<file path="src/rtl/line_fill_ctrl_if.sv">
// Bus bundle for line_fill_ctrl: cache-side miss request, memory read port, dictionary lookup
// and line delivery. master = the controller, slave = cache/memory/dictionary side.
interface line_fill_ctrl_if #(
  parameter int unsigned NUM_BLOCKS = 4,
  parameter int unsigned KEY_WIDTH  = 16
);
  logic                             fill_req_valid;
  logic                             fill_req_ready;
  logic [31:0]                      fill_req_addr;

  logic                             mem_req_valid;
  logic                             mem_req_ready;
  logic [31:0]                      mem_req_addr;
  logic [31:0]                      mem_req_rdata;

  logic [31:0]                      dict_val;
  logic                             dict_hit;
  logic [KEY_WIDTH-1:0]             dict_key;

  logic                             crit_valid;
  logic [31:0]                      crit_data;
  logic [31:0]                      fill_line_addr;
  logic                             icache_fill_valid;
  logic [32*NUM_BLOCKS-1:0]         icache_fill_data;
  logic                             comp_fill_valid;
  logic [KEY_WIDTH*NUM_BLOCKS-1:0]  comp_fill_data;

  modport master (
    input  fill_req_valid, fill_req_addr, mem_req_ready, mem_req_rdata, dict_hit, dict_key,
    output fill_req_ready, mem_req_valid, mem_req_addr, dict_val, crit_valid, crit_data,
           fill_line_addr, icache_fill_valid, icache_fill_data, comp_fill_valid, comp_fill_data
  );

  modport slave (
    output fill_req_valid, fill_req_addr, mem_req_ready, mem_req_rdata, dict_hit, dict_key,
    input  fill_req_ready, mem_req_valid, mem_req_addr, dict_val, crit_valid, crit_data,
           fill_line_addr, icache_fill_valid, icache_fill_data, comp_fill_valid, comp_fill_data
  );
endinterface

</file>
<file path="src/rtl/line_fill_ctrl.sv">
// Instruction cache line fill controller with critical-word-first fill and compressed delivery.
// Optional FILL_STATS_EN adds saturating delivered-line counters (stat_comp_lines/stat_raw_lines).
module line_fill_ctrl #(
  parameter int unsigned NUM_BLOCKS = 4,
  parameter int unsigned KEY_WIDTH  = 16,
  parameter int unsigned WRAP_FILL  = 1
) (
  input  logic              clk,
  input  logic              reset,
  line_fill_ctrl_if.master  bus
`ifdef FILL_STATS_EN
  ,
  output logic [31:0]       stat_comp_lines,
  output logic [31:0]       stat_raw_lines
`endif
);

  localparam int unsigned OffW    = $clog2(NUM_BLOCKS);
  localparam int unsigned LineLsb = OffW + 2;

  typedef enum logic [1:0] {StIdle, StFill, StDeliver} state_e;

  state_e                          state_q, state_d;
  logic [31:0]                     line_q, line_d;
  logic [OffW-1:0]                 cur_word_q, cur_word_d;
  logic [OffW-1:0]                 beat_q, beat_d;
  logic                            comp_q, comp_d;
  logic [32*NUM_BLOCKS-1:0]        data_q, data_d;
  logic [KEY_WIDTH*NUM_BLOCKS-1:0] key_q, key_d;

  logic req_ready, mem_valid, crit_valid, comp_valid, raw_valid;

  // Byte-offset bits of the miss address never matter for a line fill.
  logic unused_addr_bits;
  assign unused_addr_bits = ^bus.fill_req_addr[1:0];

  always_comb begin
    state_d    = state_q;
    line_d     = line_q;
    cur_word_d = cur_word_q;
    beat_d     = beat_q;
    comp_d     = comp_q;
    data_d     = data_q;
    key_d      = key_q;
    req_ready  = 1'b0;
    mem_valid  = 1'b0;
    crit_valid = 1'b0;
    comp_valid = 1'b0;
    raw_valid  = 1'b0;

    unique case (state_q)
      StIdle: begin
        req_ready = 1'b1;
        if (bus.fill_req_valid) begin
          line_d     = {bus.fill_req_addr[31:LineLsb], {LineLsb{1'b0}}};
          cur_word_d = (WRAP_FILL != 0) ? bus.fill_req_addr[LineLsb-1:2] : '0;
          comp_d     = 1'b1;
          beat_d     = '0;
          state_d    = StFill;
        end
      end
      StFill: begin
        mem_valid = 1'b1;
        if (bus.mem_req_ready) begin
          data_d[32*cur_word_q +: 32]              = bus.mem_req_rdata;
          key_d[KEY_WIDTH*cur_word_q +: KEY_WIDTH] = bus.dict_key;
          comp_d     = comp_q & bus.dict_hit;
          cur_word_d = cur_word_q + 1'b1;
          beat_d     = beat_q + 1'b1;
          crit_valid = (beat_q == '0);
          if (beat_q == OffW'(NUM_BLOCKS - 1)) begin
            state_d = StDeliver;
          end
        end
      end
      StDeliver: begin
        comp_valid = comp_q;
        raw_valid  = ~comp_q;
        state_d    = StIdle;
      end
      default: state_d = StIdle;
    endcase

    // Reset wins over everything, including outputs of a state not yet cleared by the edge.
    if (reset) begin
      state_d    = StIdle;
      line_d     = '0;
      cur_word_d = '0;
      beat_d     = '0;
      comp_d     = 1'b0;
      data_d     = '0;
      key_d      = '0;
      req_ready  = 1'b0;
      mem_valid  = 1'b0;
      crit_valid = 1'b0;
      comp_valid = 1'b0;
      raw_valid  = 1'b0;
    end
  end

  always_ff @(posedge clk) begin
    state_q    <= state_d;
    line_q     <= line_d;
    cur_word_q <= cur_word_d;
    beat_q     <= beat_d;
    comp_q     <= comp_d;
    data_q     <= data_d;
    key_q      <= key_d;
  end

  assign bus.fill_req_ready    = req_ready;
  assign bus.mem_req_valid     = mem_valid;
  assign bus.mem_req_addr      = {line_q[31:LineLsb], cur_word_q, 2'b00};
  assign bus.dict_val          = bus.mem_req_rdata;
  assign bus.crit_valid        = crit_valid;
  assign bus.crit_data         = bus.mem_req_rdata;
  assign bus.fill_line_addr    = line_q;
  assign bus.icache_fill_valid = raw_valid;
  assign bus.icache_fill_data  = data_q;
  assign bus.comp_fill_valid   = comp_valid;
  assign bus.comp_fill_data    = key_q;

`ifdef FILL_STATS_EN
  always_ff @(posedge clk) begin
    if (reset) begin
      stat_comp_lines <= '0;
      stat_raw_lines  <= '0;
    end else begin
      if (comp_valid && stat_comp_lines != 32'hFFFF_FFFF) begin
        stat_comp_lines <= stat_comp_lines + 32'd1;
      end
      if (raw_valid && stat_raw_lines != 32'hFFFF_FFFF) begin
        stat_raw_lines <= stat_raw_lines + 32'd1;
      end
    end
  end
`endif

endmodule

</file>
<file path="src/flat_wrapper.sv">
// flat-port wrapper written by rule: the top's interface ports become plain ports
module line_fill_ctrl_flat 
#(
  parameter int unsigned NUM_BLOCKS = 4,
  parameter int unsigned KEY_WIDTH  = 16,
  parameter int unsigned WRAP_FILL  = 1
)
  (clk, reset, bus_fill_req_valid, bus_fill_req_addr, bus_mem_req_ready, bus_mem_req_rdata, bus_dict_hit, bus_dict_key, bus_fill_req_ready, bus_mem_req_valid, bus_mem_req_addr, bus_dict_val, bus_crit_valid, bus_crit_data, bus_fill_line_addr, bus_icache_fill_valid, bus_icache_fill_data, bus_comp_fill_valid, bus_comp_fill_data);
  line_fill_ctrl_if #(.NUM_BLOCKS(NUM_BLOCKS), .KEY_WIDTH(KEY_WIDTH)) bus_i ();
  input  logic clk;
  input  logic reset;
  input wire logic [$bits(bus_i.fill_req_valid)-1:0] bus_fill_req_valid;
  input wire logic [$bits(bus_i.fill_req_addr)-1:0] bus_fill_req_addr;
  input wire logic [$bits(bus_i.mem_req_ready)-1:0] bus_mem_req_ready;
  input wire logic [$bits(bus_i.mem_req_rdata)-1:0] bus_mem_req_rdata;
  input wire logic [$bits(bus_i.dict_hit)-1:0] bus_dict_hit;
  input wire logic [$bits(bus_i.dict_key)-1:0] bus_dict_key;
  output wire logic [$bits(bus_i.fill_req_ready)-1:0] bus_fill_req_ready;
  output wire logic [$bits(bus_i.mem_req_valid)-1:0] bus_mem_req_valid;
  output wire logic [$bits(bus_i.mem_req_addr)-1:0] bus_mem_req_addr;
  output wire logic [$bits(bus_i.dict_val)-1:0] bus_dict_val;
  output wire logic [$bits(bus_i.crit_valid)-1:0] bus_crit_valid;
  output wire logic [$bits(bus_i.crit_data)-1:0] bus_crit_data;
  output wire logic [$bits(bus_i.fill_line_addr)-1:0] bus_fill_line_addr;
  output wire logic [$bits(bus_i.icache_fill_valid)-1:0] bus_icache_fill_valid;
  output wire logic [$bits(bus_i.icache_fill_data)-1:0] bus_icache_fill_data;
  output wire logic [$bits(bus_i.comp_fill_valid)-1:0] bus_comp_fill_valid;
  output wire logic [$bits(bus_i.comp_fill_data)-1:0] bus_comp_fill_data;
  assign bus_i.fill_req_valid = bus_fill_req_valid;
  assign bus_i.fill_req_addr = bus_fill_req_addr;
  assign bus_i.mem_req_ready = bus_mem_req_ready;
  assign bus_i.mem_req_rdata = bus_mem_req_rdata;
  assign bus_i.dict_hit = bus_dict_hit;
  assign bus_i.dict_key = bus_dict_key;
  assign bus_fill_req_ready = bus_i.fill_req_ready;
  assign bus_mem_req_valid = bus_i.mem_req_valid;
  assign bus_mem_req_addr = bus_i.mem_req_addr;
  assign bus_dict_val = bus_i.dict_val;
  assign bus_crit_valid = bus_i.crit_valid;
  assign bus_crit_data = bus_i.crit_data;
  assign bus_fill_line_addr = bus_i.fill_line_addr;
  assign bus_icache_fill_valid = bus_i.icache_fill_valid;
  assign bus_icache_fill_data = bus_i.icache_fill_data;
  assign bus_comp_fill_valid = bus_i.comp_fill_valid;
  assign bus_comp_fill_data = bus_i.comp_fill_data;
  line_fill_ctrl #(.NUM_BLOCKS(NUM_BLOCKS), .KEY_WIDTH(KEY_WIDTH), .WRAP_FILL(WRAP_FILL)) u_core (.clk(clk), .reset(reset), .bus(bus_i));
endmodule
</file>
<file path="config.mk">
export PLATFORM = sky130hd
export DESIGN_NAME = line_fill_ctrl_flat
export DESIGN_NICKNAME = d
export VERILOG_FILES = /design/src/rtl/line_fill_ctrl_if.sv /design/src/rtl/line_fill_ctrl.sv /design/src/flat_wrapper.sv
export SDC_FILE = /design/constraint.sdc
export NUM_CORES = 1
export LEC_CHECK = 0
export ABC_AREA = 1
export BUFFER_PORTS_ARGS = -buffer_cell sky130_fd_sc_hd__buf_2
export CAP_MARGIN = 20
export CORE_MARGIN = 2
export CORE_UTILIZATION = 45
export DETAILED_ROUTE_END_ITERATION = 8
export GPL_ROUTABILITY_DRIVEN = 0
export PLACE_DENSITY = 0.75
export SYNTH_ARGS = -nofsm -noshare
export SYNTH_HDL_FRONTEND = slang
export SYNTH_SLANG_ARGS = --single-unit
</file>
<file path="constraint.sdc">
create_clock -name clk -period 2 [get_ports clk]
set_clock_uncertainty 0.15 [all_clocks]
set_input_delay 0.4 -clock clk [delete_from_list [all_inputs] [get_ports clk]]
set_output_delay 0.4 -clock clk [all_outputs]
set_load 0.02 [all_outputs]
</file>
==> flow_metrics.tcl, run 1 <==
set metrics [dict create \
    use_met1_pct 37.4 \
    grt_overflow_total 0 \
    crit_chain "nor3_4 -> buf_6" \
    hp-class "in -> reg" \
    status "complete, no violations" \
    syn_inst 1810 \
    layout_commonest_cell "nand2_1" \
    netSwitchingPower_uw 3680 \
    vdd_drop_max_mv 0.569 \
    finalNetCount 2201 \
    vias 11700 \
    coreArea_um2 24500 \
    netlist_top_cells_area "dfxtp_1 40%, nand2_1 21%, nor2_1 11%" \
    critPathLaunchType "flop" \
    final_cell_mix "624 x nand2_1, 396 x buf_2, 320 x nor2_1, 223 x dfxtp_1, 221 x inv_1" \
    grt_pass1_vias 10300 \
    setup_viol 0 \
    synth_top_cell_area_share_pct 40.2 \
    cts_tree "done" \
    use_met2_pct 46.4 \
    initial_core_util_pct 46.2 \
    period_minus_slack_ps 1940 \
    synth_seq_cells 227 \
    grt_max_degree 108 \
    critPathMaxFanout 5 \
    cp_data_required_time_ps 1450 \
    cap_violations 0 \
    hold_path_end "u_core.comp_q" \
    grt_pass1_wl_um 57700 \
    fp.dieH_um 162 \
    yosys_warnings 0 \
    rrSetupSlack_ps 140 \
    worstSkewPairLatency_ps 500 \
    die-area_um2 26400 \
    p_leak_uw 0.00782 \
    ys_types 21 \
    period_share_pct 97.1 \
    switching_share_pct 31.3 \
    die_width_um 162 \
    cp_slowest_cell "dfxtp_4" \
    worstPathBufferInverterCount 1 \
    root_buffer "clkbuf_16" \
    critPathTopFamily "flip-flops" \
    num_rows 57 \
    gr-max-usage-layer "met2" \
    powerDensity_nw_per_um2 825 \
    grt_usage_pct 27.7 \
    final_cell_area_um2 14200 \
    wl_per_cell_um 15.6 \
    r2r_end "u_core.bus.icache_fill_data[35]" \
    synth_top_area_cell "dfxtp_1" \
    cts_buffers 25 \
    clock_path_buffers 3 \
    slew_violations 0 \
    h-tree-depth 1 \
    fmax_mhz 515 \
    dr.pass1.iters 5 \
    ys_seq_area_share_pct 40.2 \
    syn_area_per_cell_um2 6.24 \
    syn_area_um2 11300 \
    dp_slack_ps 73.3 \
    fin_ws_ps 58.0 \
    pwr-share-clk_pct 36.0 \
    r2r_cells 10 \
    cts.reportedPaths.clkPinSlew_ps 50 \
    dpl.hpwl_um 26200 \
    hold_viol 0 \
    placed_area_um2 13100 \
    seqPwrFrac_pct 41.3 \
    cts.sinks 227 \
    internal_power_uw 8070 \
    worstPathArrival_ps 1390 \
    first_iter_violations 981 \
    nFillCells 2307 \
    use_met3_pct 3.72 \
    routed_wl_um 38100 \
    antenna_found_initial 1 \
    drive_above_1_share_pct 23.9 \
    syn_to_final_growth_pct 26.1 \
    hp-start "bus_dict_hit" \
    holdPathStages 3 \
    drtAntennaViolNets 0 \
    port_buffers 401 \
    setup.worst_path.end_class "primary output" \
    cpPeakStageDelay_ps 380 \
    worst-setup-path-type "reg -> out" \
    drt-vias-per-instance 4.78 \
    combPwrFrac_pct 22.7 \
    r2r_start "u_core.cur_word_q[0]" \
    drc 0 \
    pin_count 410 \
]
==> flip-flops by register name, summed over array words and instances, names as in the netlist <==
register,cells
u_core.comp_q,1
u_core.cur_word_q,2
u_core.state_q,2
u_core.bus.icache_fill_data,128
u_core.bus.comp_fill_data,64
u_core.beat_q,2
u_core.bus.fill_line_addr,28
==> worst max path at each step <==
stage	from	to	cells past startpoint
6_report	u_core.state_q[1]	bus_fill_req_ready	2
5_1_grt	u_core.beat_q[0]	bus_crit_valid	5
4_1_cts	u_core.state_q[0]	bus_icache_fill_valid	4
3_5_place_dp	u_core.cur_word_q[0]	u_core.bus.icache_fill_data[79]	10
3_3_place_gp	u_core.cur_word_q[0]	u_core.bus.icache_fill_data[69]	10
2_1_floorplan	u_core.cur_word_q[0]	u_core.bus.icache_fill_data[50]	11
==> timing repair <==
action / CTS / global route
pin swaps: 2 / 3
gates resized for setup: 7 / 17
hold endpoints to repair: 28 / 0
gates cloned: 0 / 1
endpoints found under the setup margin: 5 / 79
setup buffers: 2 / 1
hold buffers: 28 / 0
==> area by class of cell <==
type	instances	area, µm²	share of cell area, %
Clock buffer	34	679	4.77
Timing Repair Buffer	472	2910	20.4
Sequential cell	227	4550	32.0
Inverter	225	846	5.94
Antenna cell	1	2.50	0.0176
Tap cell	324	405	2.85
Clock inverter	4	47.5	0.334
Multi-Input combinational cell	1158	4810	33.7
==> worst min-delay path, delay by kind of cell <==
family / cells / cell delay, ps
AOI/OAI and AO/OA: 1 / 130
buffers and inverters: 1 / 80
and+or+nand+nor: 1 / 30
==> metal layers <==
layer  routed length (µm)  vias to the layer above
li1                     -                     5831
met1                16200                     5280
met2                18100                      517
met3                 2700                       59
met4                 1020                        0
met5                    0                        -
==> through the flow <==
stage / hold WS (ps) / cells / total power [µW] / util (%) / setup TNS, ps
finish: 24.2 / 2445 / 11700 / 58.2 / 0
global route: 42.8 / 2445 / 12300 / 58.2 / -6.50
floorplan: 329 / 1815 / 6620 / - / 0
detailed placement: 321 / 2374 / 7490 / 53.6 / 0
global placement: 315 / 2374 / 7450 / 53.6 / 0
CTS: 22.4 / 2442 / 11800 / 57.8 / 0
==> cell families (layout without fill, tap and decap cells) <==
kind of cell	Yosys count	count (layout)	synth area share (%)
AOI/OAI and AO/OA	3	3	0.133
other	1	7	0.0332
adders and majority gates	7	7	0.775
and+or+nand+nor	1142	1142	40.6
buffers and inverters	430	735	18.3
DFF	227	227	40.2
==> power groups by stage <==
stage                     logic [µW]  clock network [µW]  registers (µW)
final                           2670                4230            4850
after global placement          2510                   0            4940
after global routing            2890                4520            4870
after CTS                       2610                4330            4850
after floorplan                 1440                   0            5180
after detailed placement        2540                   0            4950
==> synth_stat cells <==
| master | count |
|---|---|
| nand2_1 | 626 |
| nor2_1 | 325 |
| dfxtp_1 | 227 |
| inv_1 | 221 |
| nand3_1 | 175 |
| buf_4 | 100 |
| clkbuf_1 | 56 |
| buf_2 | 40 |
| ha_1 | 7 |
| nor2_2 | 7 |
| buf_1 | 6 |
| inv_2 | 4 |
| nand3_2 | 4 |
| buf_6 | 3 |
| nor3_1 | 2 |
| o21ai_0 | 2 |
| a21oi_1 | 1 |
| conb_1 | 1 |
| nand3_4 | 1 |
| nor2_8 | 1 |
| nor3b_1 | 1 |
Note: power is estimated with default switching activity, not from simulation.
==> inputs of run 2 (changes only) <==
--- a/config.mk
+++ b/config.mk
@@ -8,8 +8,8 @@
 export ABC_AREA = 1
 export BUFFER_PORTS_ARGS = -buffer_cell sky130_fd_sc_hd__buf_2
 export CAP_MARGIN = 20
-export CORE_MARGIN = 2
 export CORE_UTILIZATION = 45
+export CTS_CLUSTER_DIAMETER = 200
 export DETAILED_ROUTE_END_ITERATION = 8
 export GPL_ROUTABILITY_DRIVEN = 0
 export PLACE_DENSITY = 0.75
==> flow_metrics.tcl, run 2 (synthesized netlist as in run 1, its figures left out) <==
set metrics [dict create \
    status "complete, no violations" \
    nFillCells 2333 \
    cts_buffers 26 \
    cts.sinks 227 \
    r2r_cells 9 \
    cts.reportedPaths.clkPinSlew_ps 50 \
    grt_overflow_total 0 \
    fin_total_pwr_uw 12400 \
    die-area_um2 25700 \
    pin_count 410 \
    syn_to_final_growth_pct 26.9 \
    vias 11600 \
    die_width_um 160 \
    hp-start "bus_fill_req_addr[3]" \
    hp-class "in -> reg" \
    h-tree-depth 1 \
    cp_slowest_cell "dfxtp_2" \
    setup_viol 0 \
    drtAntennaViolNets 0 \
    worst-setup-path-type "reg -> out" \
    initial_core_util_pct 46.2 \
    final_cells 2452 \
    layout_commonest_cell "nand2_1" \
    drt-vias-per-instance 4.74 \
    period_share_pct 97.7 \
    fin_hold_ws_ps 53.8 \
    drive_above_1_share_pct 24.1 \
    dp.cells 2373 \
    slew_violations 0 \
    fmax_mhz 512 \
    holdPathStages 5 \
    drc 0 \
    critPathLaunchType "flop" \
    grt_setup_unrepaired "yes" \
    port_buffers 401 \
    powerDensity_nw_per_um2 868 \
    grt_pass1_wl_um 58800 \
    antenna_found_initial 1 \
    r2r_start "u_core.cur_word_q[1]" \
    worstPathBufferInverterCount 2 \
    cap_violations 0 \
    first_iter_violations 991 \
    routed_wl_um 38300 \
    grt_usage_pct 28.9 \
    cpPeakStageDelay_ps 370 \
    final_cell_mix "624 x nand2_1, 396 x buf_2, 321 x nor2_1, 223 x dfxtp_1, 221 x inv_1" \
    placed_area_um2 13000 \
    final.setup.tns_ps 0 \
    num_rows 57 \
    largest_reg_flops 128 \
    critPathMaxFanout 44 \
    cts_tree "done" \
    crit_chain "buf_12 -> buf_2" \
    vdd_drop_max_mv 0.569 \
    worstSkewPairLatency_ps 530 \
    dr.pass1.iters 5 \
    dpl.hpwl_um 25700 \
    period_minus_slack_ps 1950 \
    coreArea_um2 24500 \
    cp_data_required_time_ps 1450 \
    fp.dieH_um 160 \
    root_buffer "clkbuf_16" \
    grt_pass1_vias 10400 \
    hold_path_end "u_core.cur_word_q[1]" \
    r2r_end "u_core.bus.comp_fill_data[11]" \
    worstPathArrival_ps 1400 \
    ff_latch_area_um2 4550 \
    wl_per_cell_um 15.6 \
    hold_viol 0 \
    critPathTopFamily "buffers and inverters" \
    p_leak_uw 0.00787 \
    final_cell_area_um2 14300 \
    rrSetupSlack_ps 120 \
    setup.worst_path.end_class "primary output" \
    clock_path_buffers 3 \
    finalNetCount 2204 \
    grt_max_degree 101 \
    worst-path-stages 2 \
    multi_input_area_um2 4790 \
]
run 2: worst max path at each step:
stage | start | endpoint | slack [ps]
after floorplan | u_core.cur_word_q[0] | u_core.bus.icache_fill_data[50] | 4
after detailed placement | u_core.cur_word_q[1] | u_core.bus.icache_fill_data[34] | 50
after CTS | u_core.state_q[0] | bus_crit_valid | -20
after global routing | u_core.state_q[0] | bus_crit_valid | -8
final | u_core.cur_word_q[0] | bus_mem_req_addr[2] | 50
after global placement | u_core.cur_word_q[1] | u_core.bus.icache_fill_data[67] | 110
run 2: power by group:
| group | switching (µW) | leakage, µW | internal [µW] |
|---|---|---|---|
| Sequential | 126 | 0.00184 | 4730 |
| Combinational | 1800 | 0.00560 | 861 |
| Clock | 1890 | 0.000426 | 3030 |
run 2: worst min-delay path: cells and delay by family:
family | cells | cell delay (ps)
AND/OR/NAND/NOR | 3 | 150
buffers and inverters | 1 | 70
AO/OA/AOI/OAI | 1 | 60
run 2: cell type report:
| class | count | area share, % |
|---|---|---|
| multi-input cells | 1158 | 33.4 |
| flip-flops and latches | 227 | 31.8 |
| repair buffers | 474 | 20.0 |
| inverters | 225 | 5.92 |
| clock buffers | 35 | 5.06 |
| well taps | 324 | 2.83 |
| clock inverters | 8 | 0.978 |
| diodes | 1 | 0.0175 |
run 2: metrics by stage:
step           utilization, %  worst slack [ps]
6_report                 58.6              46.5
5_1_grt                  58.6             -8.13
4_1_cts                  58.2             -24.2
3_5_place_dp             53.3              46.9
3_3_place_gp             53.3               115
2_1_floorplan               -              3.82
run 2: timing repair:
action	4_1_cts	5_1_grt
pin swaps	1	2
hold buffers	29	0
buffers inserted	2	4
gates resized for setup	10	14
endpoints found under the hold margin	29	0
endpoints found under the setup margin	6	89
run 2: metal layers:
metal / wire length (µm) / vias up / GRT usage (%) / share of wire [%]
met2: 17800 / 529 / 47.7 / 46
met5: 0 / - / 0 / 0
li1: - / 5837 / - / -
met3: 2750 / 96 / 3.85 / 7.2
met4: 1400 / 0 / 10.7 / 3.6
met1: 16400 / 5158 / 38.3 / 43
